[src/rtl/seq_chunk_adder_pkg.sv]
// seq_chunk_adder_pkg: FSM state encoding and size helpers for seq_chunk_adder
package seq_chunk_adder_pkg;
    typedef enum logic [1:0] {IDLE = 2'd0, RUN = 2'd1, DONE = 2'd2} state_t;
    function automatic int nchunk(input int width, input int chunk);
        return width / chunk;
    endfunction
    function automatic int idx_w(input int n);
        return n > 1 ? $clog2(n) : 1;
    endfunction
endpackage

[src/rtl/seq_chunk_adder_chunk.sv]
// chunk_adder: combinational CHUNK-bit ripple adder exposing the carry into its top bit
module chunk_adder #(
    parameter int CHUNK = 4
) (
    input  logic [CHUNK-1:0] a,
    input  logic [CHUNK-1:0] b,
    input  logic             cin,
    output logic [CHUNK-1:0] s,
    output logic             cout,
    output logic             cmsb
);
    logic [CHUNK:0] cy;
    assign cy[0] = cin;
    for (genvar i = 0; i < CHUNK; i++) begin : fa
        assign s[i]    = a[i] ^ b[i] ^ cy[i];
        assign cy[i+1] = (a[i] & b[i]) | (cy[i] & (a[i] ^ b[i]));
    end
    assign cout = cy[CHUNK];
    assign cmsb = cy[CHUNK-1];
endmodule

[src/rtl/seq_chunk_adder.sv]
// seq_chunk_adder: multi-cycle chunked add/subtract with valid/ready; SEQ_CHUNK_ADDER_OVF_EN adds ovf
module seq_chunk_adder
    import seq_chunk_adder_pkg::*;
#(
    parameter int WIDTH = 16,
    parameter int CHUNK = 4
) (
    input  logic             clk,
    input  logic             rst_n,
    input  logic             in_valid,
    output logic             in_ready,
    input  logic [WIDTH-1:0] a,
    input  logic [WIDTH-1:0] b,
    input  logic             sub,
    output logic             out_valid,
    input  logic             out_ready,
    output logic [WIDTH-1:0] s,
`ifdef SEQ_CHUNK_ADDER_OVF_EN
    output logic             ovf,
`endif
    output logic             c
);
    localparam int NCHUNK = nchunk(WIDTH, CHUNK);
    localparam int IW = idx_w(NCHUNK);
    state_t state, state_d;
    logic [WIDTH-1:0] ra, rb;
    logic [IW-1:0] idx;
    logic [CHUNK-1:0] sum;
    logic cy, ov, cout, cmsb, last;
    assign last = idx == IW'(NCHUNK - 1);
    chunk_adder #(.CHUNK(CHUNK)) u_add (
        .a   (ra[idx*CHUNK +: CHUNK]),
        .b   (rb[idx*CHUNK +: CHUNK]),
        .cin (cy),
        .s   (sum),
        .cout(cout),
        .cmsb(cmsb)
    );
    assign out_valid = ov;
    always_comb begin
        in_ready = state == IDLE;
        state_d  = state == IDLE ? (in_valid ? RUN : IDLE) :
                   state == RUN  ? (last ? DONE : RUN) :
                   state == DONE ? (ov && out_ready ? IDLE : DONE) : IDLE;
    end
    always_ff @(posedge clk or negedge rst_n) begin
        if (!rst_n) state <= IDLE;
        else state <= state_d;
    end
    // out_valid rises one cycle after entering DONE, once c/s have settled
    always_ff @(posedge clk or negedge rst_n) begin
        if (!rst_n) begin
            ra  <= '0;
            rb  <= '0;
            cy  <= 1'b0;
            idx <= '0;
            s   <= '0;
            c   <= 1'b0;
            ov  <= 1'b0;
`ifdef SEQ_CHUNK_ADDER_OVF_EN
            ovf <= 1'b0;
`endif
        end else begin
            ov <= state == DONE && !(ov && out_ready);
            if (state == IDLE && in_valid) begin
                ra  <= a;
                rb  <= sub ? ~b : b;
                cy  <= sub;
                idx <= '0;
            end
            if (state == RUN) begin
                s[idx*CHUNK +: CHUNK] <= sum;
                cy  <= cout;
                idx <= last ? idx : idx + 1'b1;
                if (last) begin
                    c   <= cout;
`ifdef SEQ_CHUNK_ADDER_OVF_EN
                    ovf <= cmsb ^ cout;
`endif
                end
            end
        end
    end
`ifndef SEQ_CHUNK_ADDER_OVF_EN
    logic unused_cmsb;
    assign unused_cmsb = cmsb;
`endif
endmodule

[config.mk]
export PLATFORM = sky130hd
export DESIGN_NAME = seq_chunk_adder
export DESIGN_NICKNAME = d
export VERILOG_FILES = /design/src/rtl/seq_chunk_adder_pkg.sv /design/src/rtl/seq_chunk_adder_chunk.sv /design/src/rtl/seq_chunk_adder.sv
export SDC_FILE = /design/constraint.sdc
export NUM_CORES = 1
export LEC_CHECK = 0
export BUFFER_PORTS_ARGS = -buffer_cell sky130_fd_sc_hd__buf_2
export CORE_ASPECT_RATIO = 1.1
export CORE_MARGIN = 4
export CORE_UTILIZATION = 57
export CTS_BUF_LIST = sky130_fd_sc_hd__clkbuf_8
export DETAILED_ROUTE_END_ITERATION = 16
export PLACE_DENSITY = 0.82
export SLEW_MARGIN = 20
export SYNTH_ARGS = -nofsm -noshare
export SYNTH_HDL_FRONTEND = slang
export SYNTH_SLANG_ARGS = --single-unit
[constraint.sdc]
create_clock -name clk -period 4 [get_ports clk]
set_clock_uncertainty 0.05 [all_clocks]
set_input_delay 0.8 -clock clk [delete_from_list [all_inputs] [get_ports clk]]
set_output_delay 0.8 -clock clk [all_outputs]
set_load 0.1 [all_outputs]
==> results.py <==
metrics = {
    "die": {
        "floorplan.initialDensity_pct": 58.7,
        "io_pins": 56,
        "fp.coreArea_mm2": 0.00465,
        "die_width_um": 74.0,
        "die_height_um": 80.6,
        "fp-row-count": 26,
        "dieArea_mm2": 0.00597,
    },
    "logic_synthesis": {
        "synth_warnings": 0,
        "synth_fa_ha_area_share_pct": 5.22,
        "synth_top_family_by_area": "multiplexers",
        "synth_area_leaders": "dfrtp_1 50%, mux2_2 7.4%, mux4_2 6.6%",
        "postSynthCellCount": 228,
        "compound_gate_portion_of_the_synthesized_area_pct": 8.88,
        "dominantRegCellSynth": "dfrtp_1",
        "synth_enable_flop_cells": 0,
        "synthTopCellsByCount": "55 x dfrtp_1, 26 x nand2_1, 19 x nor2_1",
        "synth_most_common_cell": "dfrtp_1",
        "synth.area.mux_share_pct": 14.0,
        "asyncSetResetFlopFracSynth_pct": 100,
        "netlist_area_mm2": 0.00273,
        "syn_nets": 274,
        "ys_ff_latch": 55,
        "netlist-cell-type-count": 29,
        "sequential_to_total_area_share_from_yosys_stat_pct": 50.4,
        "post_synthesis_mean_instance_area_um2": 12.0,
        "synth_simple_gate_area_share_pct": 11.2,
        "synth_largest_area_cell": "dfrtp_1",
        "yosys.area_share.xor_xnor_pct": 5.13,
        "synth_top_cell_area_share_pct": 50.4,
    },
    "global_routing": {
        "number_of_global_route_vias_before_repair": 1873,
        "first_pass_grt_wire_length_um": 8800,
        "grt_antenna_before_repair": 0,
        "grt_remaining_overflow": 0,
        "grt_max_degree": 33,
        "grt_usage_pct": 19.5,
    },
    "worst_setup_path": {
        "critical_path.cell_chain": "buf_4 -> mux4_2 -> fa_1 -> inv_1 -> fa_1 -> fa_1 -> inv_1 -> fa_1 -> nand3_1 -> o21ai_0",
        "worst_setup_path_start_kind": "register",
        "cp.buffers_inverters": 3,
        "timing.critical_path.to_type": "register",
        "worst-r2r-setup-slack_ns": 0.83,
        "timing.critical_path.max_delay_family": "adder cells",
        "reg2reg_from": "idx[0]",
        "critical_path_required_ns": 4.17,
        "cp_slowest_cell": "dfrtp_1",
        "worst-setup-path-type": "reg -> reg",
        "cp_common_cell": "fa_1",
        "arrival_ns": 3.34,
        "max_stage_delay_ns": 0.57,
        "crit_path_start": "idx[0]",
        "worstPathMaxFanout": 10,
    },
    "status": {
        "status": "finished clean",
    },
    "clock_tree": {
        "number_of_clock_buffers_inserted_by_tritoncts": 5,
        "postCtsResizedCells": 0,
        "post-cts-setup-buffers": 0,
        "htreeDepth": 2,
        "path_clk_slew_ns": 0.09,
        "clock_latency_ns": 0.30,
        "cts.path.max_buffers": 2,
        "sink_count_of_the_clock_tree": 55,
        "tritoncts": "yes",
        "cts.hold.buffers_added": 0,
        "root_buffer": "clkbuf_8",
    },
    "detailed_routing": {
        "first_pass_detailed_route_iteration_total": 5,
        "route.detailed.vias_per_inst": 5.42,
        "drc_errors": 0,
        "avgRoutedWirePerCell_um": 15.6,
        "vias": 1832,
        "first_iter_violations": 76,
        "routed_wirelength_um": 5270,
        "route.antenna.remaining_nets": 0,
    },
    "timing": {
        "timing.final.hold_violations": 0,
        "layout_setup_ws_ns": 0.831,
        "slew_viol_final": 0,
        "slew_headroom_pct": 30.8,
        "setup_violations": 0,
        "rsz0062_at_grt": "false",
        "timing.fmax_ghz": 0.316,
        "totalNegativeSetupSlack_ns": 0,
        "layout_min_cycle_time_ns": 3.17,
        "timing.final.crit_share_pct": 79.2,
        "worst-slew-pin-transition_ns": 1.04,
    },
    "place": {
        "dp.final_hpwl_um": 4020,
        "detailedPlace.worstSlack_ns": 0.877,
        "port_buffers": 55,
        "gp_congestion": 0.826,
    },
    "cells_and_area": {
        "layout-drive-gt1-share_pct": 34.8,
        "area_delta_synth_final_pct": 14.7,
        "final_nets": 327,
        "insertedDiodeCount": 0,
    },
    "run": {
        "cap_viol_max_count": 0,
    },
    "worst_hold_path": {
        "worst_hold_check_path_type": "in -> async",
    },
}
## flip-flops by register name, summed over array words and instances, names as in the netlist
signal / cells
state: 2
c: 1
idx: 2
cy: 1
ra: 16
s: 16
out_valid: 1
rb: 16
## worst reg2reg max path: cells and delay by family, from the launching register on
kind | cells | cell delay (ns)
AO/OA/AOI/OAI | 1 | 0.19
adder cells (fa/ha/maj) | 4 | 1.27
buffers and inverters | 3 | 0.39
flip-flops | 1 | 0.57
multiplexers | 1 | 0.53
AND/OR/NAND/NOR | 1 | 0.09
## final timing paths
path	endpoint	cells after the start
max in group asynchronous	rb[4]	2
setup / recovery	s[7]	10
hold / removal	s[1]	1
setup reg to reg	s[7]	10
hold reg to reg	out_valid	1
min in group clk	out_valid	1
## stage by stage
step	std cells	hold WS [ns]	util (%)	instance area (µm²)
after global placement	330	0.407	64.6	3000
after detailed placement	330	0.415	64.6	3000
after CTS	338	0.430	67.4	3140
after floorplan	228	0.425	-	2730
final	338	0.422	67.4	3140
after global routing	338	0.450	67.4	3140
## layout make-up
| class | instances | area (µm²) |
|---|---|---|
| tap | 56 | 70.1 |
| sequential | 55 | 1380 |
| clock buffer | 5 | 68.8 |
| timing repair buffer | 59 | 305 |
| multi-input combinational | 150 | 1210 |
| clock inverter | 3 | 63.8 |
| inverter | 10 | 37.5 |
| fill | 365 | 1520 |
## logic make-up after synthesis
kind of cell | after synthesis
compound gates | 40
simple gates | 59
flops | 55
buf+inv | 23
mux | 26
xor+xnor | 16
fa+ha+maj | 9
## per-layer routing
metal  part of all wire [%]  global-route usage (%)
met1                     42                    23.8
met5                      0                       0
met4                   0.97                    5.80
met3                    5.0                    4.01
met2                     52                    34.2
## layout by cell type (no fill, tap or decap)
master / n
ha_1: 5
clkbuf_8: 5
o31ai_1: 4
o41ai_1: 4
nor2_1: 19
dfrtp_1: 55
nand2b_1: 1
a21oi_1: 18
mux4_2: 8
a32oi_1: 1
o21ai_0: 9
nand3b_2: 3
nor3b_4: 1
and2b_1: 1
inv_1: 11
a22o_1: 3
nand3b_4: 1
xnor2_1: 16
mux2_2: 18
nand2_1: 26
and4bb_2: 1
a211oi_1: 1
buf_2: 55
bufinv_16: 2
nor3b_1: 3
buf_4: 4
nand3_1: 3
fa_1: 4
Power is left out: the tool's default activity adds up to more than one toggle a clock period on the data nets, which glitch-free logic cannot reach.
